File: src/rtl/hazard_scoreboard.sv
`default_nettype none
// ============================================================================
//  Module   : hazard_scoreboard
//  Brief    : Tracks in-flight register writes behind decode; drives E-stage
//             forward selects, decode stall/flush, E bubble and a stall counter.
//  Revision : 1.0
// ============================================================================
module hazard_scoreboard #(
    parameter int AW       = 4,
    parameter int NRD      = 2,
    parameter int STAGES   = 3,
    parameter int LD_AVAIL = 2,
    parameter int CNTW     = 16
) (
    input  logic                           clk,
    input  logic                           rst,
    input  logic                           issue_valid,
    input  logic                           issue_rw,
    input  logic                           issue_ld,
    input  logic [AW-1:0]                  issue_wa,
    input  logic [NRD*AW-1:0]              ra_d,
    input  logic [NRD-1:0]                 ra_use,
    input  logic                           flush,
    input  logic                           mem_wait,
    output logic                           stall,
    output logic                           flush_d,
    output logic                           bubble_e,
    output logic [NRD*$clog2(STAGES)-1:0]  fwd_sel,
    output logic [CNTW-1:0]                stall_cnt
);

    localparam int SW = $clog2(STAGES);

    logic [STAGES-1:0] slot_v;
    logic [STAGES-1:0] slot_rw;
    logic [STAGES-1:0] slot_ld;
    logic [AW-1:0]     slot_wa [STAGES];
    logic [AW-1:0]     ra_e    [NRD];
    logic [NRD-1:0]    use_e;

    logic load_use;
    logic issue_ok;
    logic late_match;

    // A load in slot j reaches its first forwardable slot too late for decode
    // when j+1 < LD_AVAIL; ALU results are forwardable from slot 1 and never stall.
    always_comb begin
        load_use = 1'b0;
        for (int p = 0; p < NRD; p++) begin
            for (int j = 0; j < STAGES; j++) begin
                if (issue_valid && ra_use[p] && slot_v[j] && slot_rw[j] && slot_ld[j] &&
                    (slot_wa[j] == ra_d[p*AW +: AW]) && (j + 1 < LD_AVAIL))
                    load_use = 1'b1;
            end
        end
    end

    always_comb begin
        stall    = 1'b0;
        flush_d  = 1'b0;
        bubble_e = 1'b0;
        if (mem_wait) begin
            stall = 1'b1;
        end else if (flush) begin
            flush_d  = 1'b1;
            bubble_e = 1'b1;
        end else if (load_use) begin
            stall    = 1'b1;
            bubble_e = 1'b1;
        end
    end

    assign issue_ok = issue_valid & ~stall & ~flush;

    // Youngest forwardable producer wins; late_match flags a youngest match
    // that is not yet forwardable, which the stall logic should have prevented.
    always_comb begin
        logic hit_seen;
        logic sel_done;
        fwd_sel    = '0;
        late_match = 1'b0;
        hit_seen   = 1'b0;
        sel_done   = 1'b0;
        for (int p = 0; p < NRD; p++) begin
            hit_seen = 1'b0;
            sel_done = 1'b0;
            for (int k = 1; k < STAGES; k++) begin
                if (use_e[p] && slot_v[k] && slot_rw[k] && (slot_wa[k] == ra_e[p])) begin
                    if (!hit_seen && slot_ld[k] && (k < LD_AVAIL))
                        late_match = 1'b1;
                    if (!sel_done && (!slot_ld[k] || (k >= LD_AVAIL))) begin
                        fwd_sel[p*SW +: SW] = SW'(k);
                        sel_done            = 1'b1;
                    end
                    hit_seen = 1'b1;
                end
            end
        end
    end

    always_ff @(posedge clk or negedge rst) begin
        if (!rst) begin
            slot_v  <= '0;
            slot_rw <= '0;
            slot_ld <= '0;
            use_e   <= '0;
            for (int k = 0; k < STAGES; k++) slot_wa[k] <= '0;
            for (int p = 0; p < NRD; p++)    ra_e[p]    <= '0;
        end else if (!mem_wait) begin
            slot_v  <= {slot_v[STAGES-2:0],  issue_ok};
            slot_rw <= {slot_rw[STAGES-2:0], issue_rw};
            slot_ld <= {slot_ld[STAGES-2:0], issue_ld};
            for (int k = STAGES - 1; k >= 1; k--) slot_wa[k] <= slot_wa[k-1];
            slot_wa[0] <= issue_wa;
            for (int p = 0; p < NRD; p++) ra_e[p] <= ra_d[p*AW +: AW];
            // Bubbles must not forward, otherwise a held consumer would match early.
            use_e <= ra_use & {NRD{issue_ok}};
        end
    end

    always_ff @(posedge clk or negedge rst) begin
        if (!rst)
            stall_cnt <= '0;
        else if (stall && (stall_cnt != {CNTW{1'b1}}))
            stall_cnt <= stall_cnt + CNTW'(1);
    end

`ifndef SYNTHESIS
    always_ff @(posedge clk) begin
        if (rst) begin
            assert (!late_match)
                else $error("hazard_scoreboard: E consumer matched a producer not yet forwardable");
        end
    end
`endif

endmodule
`default_nettype wire

File: config.mk
export PLATFORM = sky130hd
export DESIGN_NAME = hazard_scoreboard
export DESIGN_NICKNAME = d
export VERILOG_FILES = /design/src/rtl/hazard_scoreboard.sv
export SDC_FILE = /design/constraint.sdc
export NUM_CORES = 1
export LEC_CHECK = 0
export CAP_MARGIN = 15
export CORE_ASPECT_RATIO = 0.5
export CORE_MARGIN = 1.5
export CORE_UTILIZATION = 46
export CTS_CLUSTER_DIAMETER = 100
export DETAILED_ROUTE_END_ITERATION = 7
export PLACE_DENSITY = 0.77
export RECOVER_POWER = 100
export SYNTH_ARGS = -nofsm -noshare
export SYNTH_HDL_FRONTEND = slang
export SYNTH_SLANG_ARGS = --single-unit
File: constraint.sdc
create_clock -name clk -period 1.6 [get_ports clk]
set_input_delay 0.48 -clock clk [delete_from_list [all_inputs] [get_ports clk]]
set_output_delay 0.48 -clock clk [all_outputs]
set_load 0.1 [all_outputs]
==> results of run 1 <==
[sequential cells by signal, indices dropped and copies added, names as in the netlist]
register and count:
ra_e 8, slot_ld 2, slot_rw 3, slot_v 3
slot_wa 12, stall_cnt 16, use_e 2
[critical path, stage by stage]
cell and delay, ns:
clkdlybuf4s15_1 0.23, and4_4 0.25, nand4_1 0.21, o221a_4 0.36, nor2_4 0.11, buf_12 0.18
[power breakdown]
part	internal [mW]	switching (mW)
registers	1.45	0.253
logic	1.19	1.56
clock network	0.302	0.393
[routing by layer]
layer | wire, microns | up-vias | part of all wire [%]
met2 | 3820 | 89 | 51
met1 | 3070 | 1016 | 41
met4 | 219 | 0 | 2.9
li1 | - | 890 | -
met3 | 404 | 27 | 5.4
met5 | 0 | - | 0
[path summary, 6_finish.rpt]
path	startpoint	end	slack, ns	cells after the start
worst min register to register	slot_ld[1]$_DFFE_PN0N_	slot_ld[1]$_DFFE_PN0N_	0.53	1
min in group clk	slot_ld[1]$_DFFE_PN0N_	slot_ld[1]$_DFFE_PN0N_	0.53	1
worst min-delay path	rst	use_e[1]$_DFFE_PN0N_	0.49	2
worst max-delay path	issue_valid	bubble_e	-0.71	6
max in group asynchronous	rst	stall_cnt[13]$_DFFE_PN0P_	0.27	2
worst max register to register	slot_wa[8]$_DFFE_PN0N_	use_e[0]$_DFFE_PN0N_	-0.54	9
[synth_stat cells, types with 2 or more instances]
library cell,count,area (sq um)
nor2_1,5,18.8
mux2_2,29,327
nor4_2,2,25.0
nand2b_1,2,12.5
dfrtp_1,46,1150
a31oi_1,2,12.5
nand4_1,7,43.8
nand2_1,6,22.5
nand3_1,11,55.1
inv_1,3,11.3
xor2_1,12,105
o31ai_1,2,15.0
a22o_1,2,17.5
clkbuf_1,4,15.0
xnor2_1,21,184
nor3_1,6,30.0
and3_1,7,43.8
nor4_1,2,12.5
[area by class of cell]
class | count | area [sq um] | area share [%]
inverter | 4 | 20.0 | 0.500
timing repair buffer | 109 | 1230 | 30.6
multi-input combinational | 132 | 1390 | 34.7
clock buffer | 7 | 76.3 | 1.91
sequential | 46 | 1210 | 30.2
tap | 66 | 82.6 | 2.06
[kinds of logic (layout without fill, tap and decap cells)]
kind of cell / Yosys count / in the layout / share of synthesized area, %
muxes: 29 / 29 / 14.5
adders and majority gates: 1 / 1 / 0.554
and+or+nand+nor: 55 / 55 / 14.1
xor gates and xnor gates: 34 / 34 / 13.5
buffers and inverters: 9 / 120 / 1.83
AOI/OAI and AO/OA: 13 / 13 / 4.49
DFF: 46 / 46 / 51.0
[what timing repair did]
item,in CTS,in global routing
setup buffers,12,11
endpoints found under the hold margin,0,0
endpoints found under the setup margin,30,38
gates resized for setup,53,27
cloned,1,0
pin swaps,30,17
[through the flow]
step	total power, mW	worst slack (ns)	utilization, %
floorplan	3.11	-0.554	-
global placement	4.09	-0.943	78.0
detailed placement	4.15	-0.996	78.0
CTS	4.98	-0.646	86.0
global route	5.33	-0.737	87.9
finish	5.15	-0.706	87.9
==> results.yml, run 1 <==
place:
  dpl_cell_area_sq_mm: 0.00355
  place_hpwl_microns: 4040
  place_inst: 338
  place_congestion: 0.872
  port_buffers: 43
floorplan:
  coreArea_sq_mm: 0.00455
  rows: 17
  io-pin-count: 44
  die_w_microns: 102
  die_y_microns: 52.5
  start_util_pct: 49.6
  die_area_sq_mm: 0.00536
critical_path:
  required_ns: 1.12
  crit_fanout: 2
  end_kind: "output port"
  worstSetupPathType: "in -> out"
  worstPathArrival_ns: 1.83
  crit_path_start_kind: "input pin"
global_routing:
  grt_max_degree: 47
  track_usage_pct: 28.2
  grt_overflow: 0
  antenna_found_initial: 0
  grt_busiest_layer: "met2"
  grt_pass1_wl_microns: 11000
  met2_usage_pct: 51.3
  grt_util_met1_pct: 32.1
  grt_pass1_vias: 2146
  grt_use_met3_pct: 7.20
logic_synthesis:
  synth_edf_count: 0
  postSynth.topFlopCell: "dfrtp_1"
  syn_area_sq_mm: 0.00226
  syn-num-nets: 209
  synthArstFlopShare_pct: 100
  synth.distinct_cells: 36
  ys_ff_latch: 46
  synth_warnings: 0
  synthCells: 187
  ys_seq_area_share_pct: 51.0
  avgSynthCellArea_sq_um: 12.1
clock_tree:
  clk-insertion-delay-late_ns: 0.31
  root_buffer: "clkbuf_8"
  htree_levels: 2
  hold_buffers: 0
  clock_sinks: 46
  cts_tree: "built"
  cts_buffers: 5
  cts_buffer_depth: 2
  path_clk_slew_ns: 0.09
finish:
  final_cell_area_sq_mm: 0.00400
  final_common_cell: "buf_4"
  nets: 320
  antenna_cells: 0
  layout_common_cells: "36 x buf_4, 28 x dfrtp_1, 27 x mux2_2"
  fillCellCount: 198
  drive_gt1_share_pct: 62.8
  area_growth_pct: 77.3
  instances_no_fill: 364
worst_hold_path:
  hold_class: "in -> async"
timing:
  worstMarginPinSlew_ns: 1.17
  whs_ns: 0.487
  period_needed_ns: 2.31
  finClkSkew_ns: 0.00951
  rsz0062_at_grt: "yes"
  max_freq_mhz: 434
  slew_headroom_pct: 22.2
  fin_tns_setup_ns: -10.06
  setup_violations: 26
  fin_crit_sh_pct: 144
  hold_viol: 0
  setup_slack_ns: -0.706
  slew_viol_final: 0
drt:
  drt-initial-drc-count: 116
  wl_per_cell_microns: 20.6
  drt_pass1_iterations: 4
  vias_per_cell: 5.55
  drc_errors: 0
  vias: 2022
  routed_wl_microns: 7510
  antenna_left: 0
job:
  drv_cap: 0
outcome:
  status: "finished, violations left"
  violations: "negative setup slack"
power_and_ir_drop:
  leakage_nw: 1.70
  powerDensity_mw_per_mm2: 1290
  peakVddDrop_v: 0.00162
(Power assumes the default switching activity.)
==> run 2, diff against run 1 <==
CTS_CLUSTER_SIZE = 16   (was default)
==> results of run 2 <==
Final layout, timing and power as in run 1 (identical DEF).
==> run 3, diff against run 2 <==
ABC_AREA = 1   (was default)
CORE_UTILIZATION = 48   (was 46)
PLACE_DENSITY = 0.78   (was 0.77)
==> results.yml, run 3 <==
finish:
  nets: 471
  largest_reg_flops: 16
  drive_gt1_share_pct: 36.2
  final_cell_area_sq_mm: 0.00414
  antenna_cells: 0
  top_regs: "stall_cnt x16, slot_wa x12, ra_e x8"
  area_growth_pct: 57.5
  layout_common_cells: "115 x nand2_1, 38 x buf_4, 31 x dfrtp_1"
  top_register: "stall_cnt"
  final_util_pct: 81.3
  final_common_cell: "nand2_1"
drt:
  antenna_left: 0
  drt_pass1_iterations: 5
  vias_per_cell: 5.41
  wl_per_cell_microns: 15.6
  drt-initial-drc-count: 192
  vias: 2814
  drc_errors: 0
  routed_wl_microns: 8100
global_routing:
  track_usage_pct: 26.2
  grt_overflow: 0
  antenna_found_initial: 0
  grt_pass1_vias: 2623
  grt_max_degree: 47
  grt_pass1_wl_microns: 12400
critical_path:
  slowest_stage: "dfrtp_1"
  worstSetupPathType: "reg -> out"
  cpPeakStageDelay_ns: 0.38
  crit_path_start_kind: "flop"
  worstPathCellList: "inv_1 > nor3_4 > nand2_1 > nor2_1 > nand3_1 > nand4_1 > clkinvlp_4 > buf_12"
  required_ns: 1.12
  end_kind: "output port"
  crit_fanout: 2
  worstPathArrival_ns: 1.70
power_and_ir_drop:
  peakVddDrop_v: 0.000569
  p_sw_mw: 1.39
  pwr-share-clk_pct: 23.1
  comb_power_share_pct: 38.3
  switching_share_pct: 37.1
  leakage_nw: 1.94
  intPower_mw: 2.36
  powerDensity_mw_per_mm2: 907
  p_seq_share_pct: 38.6
timing:
  rsz0062_at_grt: "yes"
  finClkSkew_ns: 0.00968
  slew_viol_final: 0
  hold_viol: 0
  slew_headroom_pct: 22.9
  setup_violations: 9
  period_needed_ns: 2.18
  fin_tns_setup_ns: -3.19
  worstMarginPinSlew_ns: 1.16
  setup_slack_ns: -0.581
  max_freq_mhz: 459
  fin_crit_sh_pct: 136
place:
  dpl_cell_area_sq_mm: 0.00385
  place_hpwl_microns: 5230
  place_congestion: 0.951
  port_buffers: 43
floorplan:
  start_util_pct: 51.6
  die_y_microns: 55.3
  rows: 18
  die_w_microns: 108
  io-pin-count: 44
  coreArea_sq_mm: 0.00509
  die_area_sq_mm: 0.00595
logic_synthesis:
  yosysTopAreaCell: "dfrtp_1"
  avgSynthCellArea_sq_um: 7.53
  synthArstFlopShare_pct: 100
  synth_top_area_share_pct: 43.8
  synth_warnings: 0
  synthTopCellsByArea: "dfrtp_1 44%, nand2_1 19%, nand4_1 5.0%, xnor2_1 5.0%, inv_1 4.9%"
  synthCells: 349
  syn-num-nets: 371
  postSynth.topFlopCell: "dfrtp_1"
  synthTopCellsByCount: "134 x nand2_1, 46 x dfrtp_1, 34 x inv_1"
  synthMostInstantiatedCell: "nand2_1"
  synth_edf_count: 0
  syn_area_sq_mm: 0.00263
  ys_ff_latch: 46
  synth.distinct_cells: 27
  ys_seq_area_share_pct: 43.8
outcome:
  violations: "negative setup slack"
  status: "finished, violations left"
clock_tree:
  cts_tree: "built"
  htree_levels: 2
  hold_buffers: 0
  clock_sinks: 46
  root_buffer: "clkbuf_8"
  cts_buffer_depth: 2
  cts_buffers: 5
  path_clk_slew_ns: 0.09
  clk-insertion-delay-late_ns: 0.30
job:
  drv_cap: 0
worst_hold_path:
  hold_class: "in -> async"
[run 3: cell count changes in the layout (fill, tap and decap cells not counted), moves of 9 or more]
cell	change
mux2_2	-27
nand2_1	+109
nand4_1	+14
o21ai_0	+23
nand2_2	+19
inv_2	+10
buf_6	-9
nor2_1	+16
inv_1	+19
[run 3: path summary, 6_finish.rpt]
kind / start / end / slack, ns / cells past startpoint
hold / removal: rst / slot_wa[0]$_DFFE_PN0N_ / 0.48 / 2
setup / recovery: slot_rw[1]$_DFFE_PN0N_ / fwd_sel[3] / -0.58 / 8
hold reg to reg: use_e[0]$_DFFE_PN0N_ / use_e[0]$_DFFE_PN0N_ / 0.54 / 2
setup reg to reg: slot_wa[10]$_DFFE_PN0N_ / stall_cnt[14]$_DFFE_PN0P_ / -0.03 / 10
max in group asynchronous: rst / stall_cnt[6]$_DFFE_PN0P_ / 0.28 / 2
min in group clk: flush / use_e[0]$_DFFE_PN0N_ / 0.52 / 4
[run 3: timing repair]
action | CTS | global route
cloned | 1 | 1
pin swaps | 16 | 12
gates resized for setup | 42 | 39
setup endpoints to repair | 28 | 39
buffers inserted | 6 | 6
[run 3: power by group through the flow]
| stage | sequential, mW | clock [mW] | combinational, mW |
|---|---|---|---|
| final | 1.45 | 0.867 | 1.44 |
| after global routing | 1.46 | 0.930 | 1.52 |
| after CTS | 1.43 | 0.862 | 1.38 |
| after detailed placement | 1.46 | 0 | 1.32 |
| after global placement | 1.45 | 0 | 1.29 |
| after floorplan | 1.81 | 0 | 0.385 |
[run 3: final cells by class]
cell class | instances | area (sq um)
multi-input combinational | 256 | 1430
fill | 318 | 953
sequential | 46 | 1210
clock inverter | 1 | 30.0
tap | 70 | 87.6
timing repair buffer | 102 | 1130
clock buffer | 7 | 76.3
inverter | 38 | 175
[run 3: logic make-up (layout without fill, tap and decap cells)]
kind of cell,Yosys count,in the layout,share of synthesized area (%)
simple gates,204,205,34.7
xor+xnor,24,24,8.00
buf+inv,48,148,8.00
compound gates,26,26,5.00
flops,46,46,43.8
fa+ha+maj,1,1,0.476
[run 3: per-layer routing]
layer / up-vias / track usage (%) / routed length [microns]
met4: 0 / 7.33 / 210
li1: 1316 / - / -
met5: - / 0 / 0
met1: 1338 / 33.9 / 3270
met2: 138 / 46.1 / 4090
met3: 22 / 4.01 / 528
[run 3: metrics by stage]
step                      cells  setup slack (ns)  power [mW]  hold slack, ns
final                       520            -0.581        3.75           0.484
after global routing        520            -0.679        3.91           0.524
after CTS                   518            -0.497        3.67           0.160
after detailed placement    504            -0.752        2.78           0.481
after global placement      504            -0.730        2.74           0.475
after floorplan             349            -0.754        2.20           0.184
[run 3: critical path: cells and delay by family (launching register included)]
kind	cells	cell delay, ns
buffers and inverters	3	0.38
flip-flops	1	0.38
AND/OR/NAND/NOR	5	0.64
